--- src/rtl/shift_frame_engine.sv ---
// Frame-level PISO/SIPO engine with valid/ready parallel sides, paced by the shft_en bit strobe.
// Optional macro SHIFT_PARITY_EN appends (TX) or checks and strips (RX) an even-parity bit per frame.
module shift_frame_engine #(
   parameter int WIDTH = 8
) (
   input  logic             clk,
   input  logic             rst,
   input  logic             mode,
   input  logic             dir,
   input  logic             shft_en,
   input  logic             se_in,
   input  logic [WIDTH-1:0] in_data,
   input  logic             in_valid,
   output logic             in_ready,
   output logic             se_out,
   output logic             se_out_valid,
   output logic [WIDTH-1:0] out_data,
   output logic             out_valid,
   input  logic             out_ready,
   output logic             frame_done,
   output logic             busy,
   output logic             overrun,
   input  logic             overrun_clr,
   output logic             parity_err
);

`ifdef SHIFT_PARITY_EN
   localparam int FRAME_BITS = WIDTH + 1;
`else
   localparam int FRAME_BITS = WIDTH;
`endif
   localparam int CNT_W = $clog2(FRAME_BITS + 1);
   localparam logic [CNT_W-1:0] LAST_CNT = CNT_W'(FRAME_BITS - 1);
   localparam logic [CNT_W-1:0] CNT_ONE  = CNT_W'(1);

   typedef enum logic [1:0] {
      IDLE     = 2'd0,
      TX_SHIFT = 2'd1,
      RX_SHIFT = 2'd2
   } state_t;

   state_t             state_q, state_d;
   logic [WIDTH-1:0]   sreg_q, sreg_d;
   logic [CNT_W-1:0]   cnt_q, cnt_d;
   logic               dir_q, dir_d;
   logic               se_out_q, se_out_d;
   logic               se_out_valid_q, se_out_valid_d;
   logic [WIDTH-1:0]   out_data_q, out_data_d;
   logic               out_valid_q, out_valid_d;
   logic               frame_done_q, frame_done_d;
   logic               overrun_q, overrun_d;
   logic               deliver;
   logic               rx_dir;
   logic [WIDTH-1:0]   rx_shift;
`ifdef SHIFT_PARITY_EN
   localparam logic [CNT_W-1:0] PAR_CNT = CNT_W'(WIDTH);
   logic               parity_q, parity_d;
   logic               parity_err_q, parity_err_d;
`endif

   // Handshakes: a parallel word moves on any cycle where valid && ready are both high;
   // the engine holds out_valid/out_data stable until out_ready accepts them.
   assign in_ready     = (state_q == IDLE) && !mode;
   assign busy         = (state_q != IDLE);
   assign se_out       = se_out_q;
   assign se_out_valid = se_out_valid_q;
   assign out_data     = out_data_q;
   assign out_valid    = out_valid_q;
   assign frame_done   = frame_done_q;
   assign overrun      = overrun_q;
`ifdef SHIFT_PARITY_EN
   assign parity_err   = parity_err_q;
`else
   assign parity_err   = 1'b0;
`endif

   // The first RX bit is shifted in from IDLE, where dir is taken straight from the pin.
   assign rx_dir   = (state_q == IDLE) ? dir : dir_q;
   assign rx_shift = rx_dir ? {sreg_q[WIDTH-2:0], se_in} : {se_in, sreg_q[WIDTH-1:1]};

   always_comb begin
      state_d        = state_q;
      sreg_d         = sreg_q;
      cnt_d          = cnt_q;
      dir_d          = dir_q;
      se_out_d       = se_out_q;
      se_out_valid_d = 1'b0;
      out_data_d     = out_data_q;
      out_valid_d    = out_valid_q;
      frame_done_d   = 1'b0;
      overrun_d      = overrun_q;
      deliver        = 1'b0;
`ifdef SHIFT_PARITY_EN
      parity_d       = parity_q;
      parity_err_d   = 1'b0;
`endif

      case (state_q)
         IDLE: begin
            if (!mode) begin
               if (in_valid) begin
                  sreg_d  = in_data;
                  dir_d   = dir;
                  cnt_d   = '0;
                  state_d = TX_SHIFT;
`ifdef SHIFT_PARITY_EN
                  parity_d = ^in_data;
`endif
               end
            end else if (shft_en) begin
               dir_d   = dir;
               sreg_d  = rx_shift;
               cnt_d   = CNT_ONE;
               state_d = RX_SHIFT;
            end
         end
         TX_SHIFT: begin
            if (shft_en) begin
               se_out_d = dir_q ? sreg_q[WIDTH-1] : sreg_q[0];
`ifdef SHIFT_PARITY_EN
               if (cnt_q == PAR_CNT) se_out_d = parity_q;
`endif
               sreg_d         = dir_q ? {sreg_q[WIDTH-2:0], 1'b0} : {1'b0, sreg_q[WIDTH-1:1]};
               se_out_valid_d = 1'b1;
               cnt_d          = cnt_q + CNT_ONE;
               if (cnt_q == LAST_CNT) begin
                  state_d      = IDLE;
                  frame_done_d = 1'b1;
               end
            end
         end
         RX_SHIFT: begin
            if (shft_en) begin
               cnt_d = cnt_q + CNT_ONE;
`ifdef SHIFT_PARITY_EN
               // The trailing parity bit is compared, not shifted, so sreg keeps the data word.
               if (cnt_q == PAR_CNT) parity_err_d = (se_in != ^sreg_q);
               else                  sreg_d       = rx_shift;
`else
               sreg_d = rx_shift;
`endif
               if (cnt_q == LAST_CNT) begin
                  state_d      = IDLE;
                  frame_done_d = 1'b1;
                  deliver      = 1'b1;
               end
            end
         end
         default: state_d = IDLE;
      endcase

      if (overrun_clr) overrun_d = 1'b0;
      if (deliver) begin
         if (!out_valid_q || out_ready) begin
            out_data_d  = sreg_d;
            out_valid_d = 1'b1;
         end else begin
            overrun_d = 1'b1;
         end
      end else if (out_valid_q && out_ready) begin
         out_valid_d = 1'b0;
      end
   end

   always_ff @(posedge clk or posedge rst) begin
      if (rst) begin
         state_q        <= IDLE;
         sreg_q         <= '0;
         cnt_q          <= '0;
         dir_q          <= 1'b0;
         se_out_q       <= 1'b0;
         se_out_valid_q <= 1'b0;
         out_data_q     <= '0;
         out_valid_q    <= 1'b0;
         frame_done_q   <= 1'b0;
         overrun_q      <= 1'b0;
`ifdef SHIFT_PARITY_EN
         parity_q       <= 1'b0;
         parity_err_q   <= 1'b0;
`endif
      end else begin
         state_q        <= state_d;
         sreg_q         <= sreg_d;
         cnt_q          <= cnt_d;
         dir_q          <= dir_d;
         se_out_q       <= se_out_d;
         se_out_valid_q <= se_out_valid_d;
         out_data_q     <= out_data_d;
         out_valid_q    <= out_valid_d;
         frame_done_q   <= frame_done_d;
         overrun_q      <= overrun_d;
`ifdef SHIFT_PARITY_EN
         parity_q       <= parity_d;
         parity_err_q   <= parity_err_d;
`endif
      end
   end

endmodule

--- config.mk ---
export PLATFORM = sky130hd
export DESIGN_NAME = shift_frame_engine
export DESIGN_NICKNAME = d
export VERILOG_FILES = /design/src/rtl/shift_frame_engine.sv
export SDC_FILE = /design/constraint.sdc
export NUM_CORES = 1
export LEC_CHECK = 0
export CAP_MARGIN = 20
export CORE_MARGIN = 1.5
export CORE_UTILIZATION = 55
export CTS_BUF_LIST = sky130_fd_sc_hd__clkbuf_4 sky130_fd_sc_hd__clkbuf_8
export DETAILED_ROUTE_END_ITERATION = 8
export HOLD_SLACK_MARGIN = 0.12
export PLACE_DENSITY = 0.84
export SYNTH_ARGS = -nofsm -noshare
export SYNTH_HDL_FRONTEND = slang
export SYNTH_SLANG_ARGS = --single-unit
--- constraint.sdc ---
create_clock -name clk -period 6.57 [get_ports clk]
set_input_delay 1.6425 -clock clk [delete_from_list [all_inputs] [get_ports clk]]
set_output_delay 1.6425 -clock clk [all_outputs]
set_load 0.03 [all_outputs]
### Word level (Yosys, flattened, before mapping)

Cells that the tools add are included.

* flip-flop bits (word level): 28
* input port bits: 17
* output and inout bits: 16
* word-level logic and storage cells: 72

* add/sub/neg operators: 1
* equal/unequal tests: 9
* multiplexer cells: 35
* reductions and logical operators: 17

Operators by type and width (number)
* two-way mux 8 bit: 6
* case mux 8 bit (3 select lines): 1
* two-way mux 1 bit: 17
* two-way mux 4 bit: 4
* two-way mux 2 bit: 5
* inequality test 2 x 1 -> 1 bit, second input constant: 4
* case mux 4 bit (2 select lines): 1
* AND reduction 4 bit: 2
* nonzero test 2 bit: 4
* inequality test 3 bit, second input constant: 2
* AND reduction 2 bit: 3
* adder 4 x 1 -> 4 bit, second input constant: 1
* == test 4 x 3 -> 1 bit, second input constant: 1
* case mux 2 bit (2 select lines): 1
* AND reduction 3 bit: 1
* == test 2 x 1 -> 1 bit, second input constant: 1
* == test 2 bit, second input constant: 1
* logical AND 1 bit: 2
* zero test 1 bit: 2
* zero test 2 bit: 1
* OR reduction 2 bit: 1
* logical OR 1 bit: 1

### Longest topological paths before layout

* depth in word-level cells: 6
* depth in mapped cells: 9
* mapped depth without buffers: 7

### Worst setup path before layout

No wires, ideal clock.

* path type: input to output
* from: in mode
* to: out in_ready
* arrival time: 2.394 ns
* required time: 4.927 ns
* path slack: 2.534 ns
* cell stages on the path: 4
* buffers on the path: 2
* cells stage by stage: clkbuf_1 or2b_1 clkbuf_1 inv_1

* word-level cells in the longest chain between the ends: 2

RTL lines
* from (decl): line 8 `input logic mode,`
* zero test 1 bit
* logical AND 1 bit: line 63 `assign in_ready = (state_q == IDLE) && !mode;`
* to (decl): line 14 `output logic in_ready,`

Every way passes these cells.

### Worst setup path in the final report

Ends and elaborated chain as after synthesis.

==> out/metrics.yaml <==
run_status:
  status: "complete, no violations"
synth:
  yosysTopAreaCell: "dfrtp_1"
  syn_nets: 209
  yosysWarnings: 0
  synthArstFlopShare_pct: 100
  syn_area_per_cell_um2: 9.33
  synth-edff-count: 0
  ys.flop_type: "dfrtp_1"
  yosysUniqueCellTypes: 44
  synthesis.area_mm2: 0.00174
  synth_seq_cells: 28
  synth.area.top_cells: "dfrtp_1, mux2i_1, mux2_2"
  syn_inst: 187
  ys_seq_area_share_pct: 40.2
  synth_top_cell_area_share_pct: 40.2
setup_path:
  critPathRequiredTime_ns: 4.93
  critPathLaunchType: "input port"
  worst-r2r-cell-count: 7
  rr_startpoint: "state_q[1]$_DFFE_PP0P_"
  r2r_slack_ns: 3.92
  critPathMaxFanout: 9
  crit_arrival_ns: 3.34
  crit_type: "input port to output pin"
  end_kind: "output pin"
  rr_endpoint: "out_data[7]$_DFFE_PP0P_"
routing:
  ant_nets: 0
  route.detailed.drc: 0
  wl_per_cell_um: 16.3
  drt_iter0_markers: 121
  num_vias: 1544
  drt-total-wl_um: 4190
  first_pass_iters: 4
  viasPerCell: 6.01
sta:
  slew_headroom_pct: 61.0
  period_share_pct: 75.8
  holdWs_ns: 0.502
  setup_violations: 0
  period_needed_ns: 4.98
  clock_skew_ns: 0.00216
  hold_violations: 0
  worst_pin_slew_ns: 0.584
  tns_ns: 0
  report.final.slew_viol_count: 0
  max_freq_ghz: 0.201
  rsz0062_at_grt: "false"
floorplan:
  dieArea_mm2: 0.00352
  rows: 20
  core_area_mm2: 0.00303
  start_util_pct: 57.6
  die_w_um: 59.3
  ios: 33
  die_h_um: 59.3
clock_network:
  clk_latency_ns: 0.34
  cts.path.max_buffers: 2
  path_clk_slew_ns: 0.15
  clock_sinks: 28
  numCtsBuffers: 3
  cts-root-buf: "clkbuf_4"
  cts_max_level: 1
  cts_setup_buffers: 0
  cts_resized: 0
  cts_hold_buf: 0
  cts_tree: "yes"
placement:
  hpwlAfterDp_um: 3000
  gp_congestion: 0.903
  dpl.cell_count: 252
  place_area_mm2: 0.00206
  port_buffers: 31
cells_and_area:
  drive_above_1_share_pct: 10.3
  fillers: 245
  syn2layout_area_growth_pct: 22.5
  finish.instance_area_mm2: 0.00214
  insertedDiodeCount: 0
  nets: 236
  fin_cells: 257
grt:
  grt_usage_pct: 26.8
  antenna_found_initial: 0
  grt_pass1_wl_um: 7100
  overflow: 0
  grt_max_degree: 29
  grt_pass1_vias: 1513
flow_run:
  drv_cap: 0
pwr:
  p_leak_nw: 0.970
  power-per-cell-area_mw_per_mm2: 367
  ir_worst_vdd_uv: 192
  power_mw: 0.784
hold_path:
  min-delay-start: "se_out$_DFFE_PP0P_"
  hold_class: "register to register"
  holdPathStages: 2
  whs_endpoint: "se_out$_DFFE_PP0P_"
final cells by class:
cell class | instances | area [um^2] | area share, %
Clock buffer | 3 | 22.5 | 1.05
Clock inverter | 1 | 30.0 | 1.41
Inverter | 12 | 45.0 | 2.11
Multi-Input combinational cell | 137 | 945 | 44.2
Sequential cell | 28 | 701 | 32.8
Tap cell | 44 | 55.1 | 2.58
Timing Repair Buffer | 32 | 338 | 15.8
worst max-delay path by stage:
stage | from | end | slack [ns] | depth (start not counted)
after floorplan | mode | in_ready | 2.53 | 4
after global placement | mode | in_ready | 1.63 | 4
after detailed placement | mode | in_ready | 1.61 | 4
after CTS | mode | in_ready | 1.61 | 4
after global routing | mode | in_ready | 1.54 | 4
final | mode | in_ready | 1.59 | 4
layout by cell type (no fill, tap or decap), types with 2 or more instances in the layout:
cell type	instances
a2bb2oi_1	2
dfrtp_1	28
nand3_1	3
clkdlybuf4s50_1	31
nand2b_1	2
o31ai_1	2
o21ai_1	5
a221oi_1	2
mux2_2	11
a21oi_1	10
o21ai_0	14
mux2_1	2
mux2i_1	13
nand4_1	2
nand2_1	23
o22ai_1	8
clkbuf_4	3
ha_1	5
nor2_1	11
inv_1	12
cell usage after synthesis (all sizes together), types with 2 or more instances:
master / number
inv: 12
o22ai: 8
mux2i: 14
o21ai: 19
a211oi: 2
a21oi: 11
a221oi: 2
dfrtp: 28
a2bb2oi: 2
ha: 5
o31ai: 3
nand2b: 2
nand4: 2
mux2: 14
nand3: 3
buf: 6
nor2: 11
nand2: 23
clkbuf: 4
metal layers:
layer	track usage (%)	vias up	part of all wire [%]
met2	42.9	47	49
met3	4.37	11	4.9
met5	0	-	0
li1	-	720	-
met1	36.3	766	44
met4	10.1	0	2.0
sequential cells by signal, summed over array words and instances, names as in the netlist:
name and count:
overrun 1, sreg_q 8, cnt_q 4, dir_q 1, out_data 8, out_valid 1, se_out 1, frame_done 1
state_q 2, se_out_valid 1
where the power goes:
| part | switching [mW] | internal (mW) | leakage [nW] |
|---|---|---|---|
| sequential | 0.0628 | 0.212 | 0.375 |
| combinational | 0.219 | 0.174 | 0.567 |
| clock | 0.0541 | 0.0618 | 0.0279 |
metrics by stage:
| stage | util, % | setup WS, ns |
|---|---|---|
| after global placement | 67.9 | 1.63 |
| after CTS | 69.6 | 1.61 |
| after global routing | 70.5 | 1.54 |
| final | 70.5 | 1.59 |
| after floorplan | - | 2.53 |
| after detailed placement | 67.9 | 1.61 |
worst max-delay path, cell delays in order:
cell	delay [ns]
clkdlybuf4s50_1	0.55
or2b_1	0.39
inv_1	0.09
clkdlybuf4s50_1	0.67
cell families (layout without fill, tap and decap cells):
| family | Yosys count | after routing | synth area share (%) |
|---|---|---|---|
| AO/OA/AOI/OAI | 55 | 55 | 20.0 |
| adder cells (fa/ha/maj) | 5 | 5 | 3.59 |
| buffers and inverters | 22 | 48 | 5.67 |
| flip-flops | 28 | 28 | 40.2 |
| multiplexers | 28 | 28 | 18.0 |
| other | 1 | 1 | 0.215 |
| AND/OR/NAND/NOR | 48 | 48 | 12.3 |
Note: power is estimated with default switching activity, not from simulation.
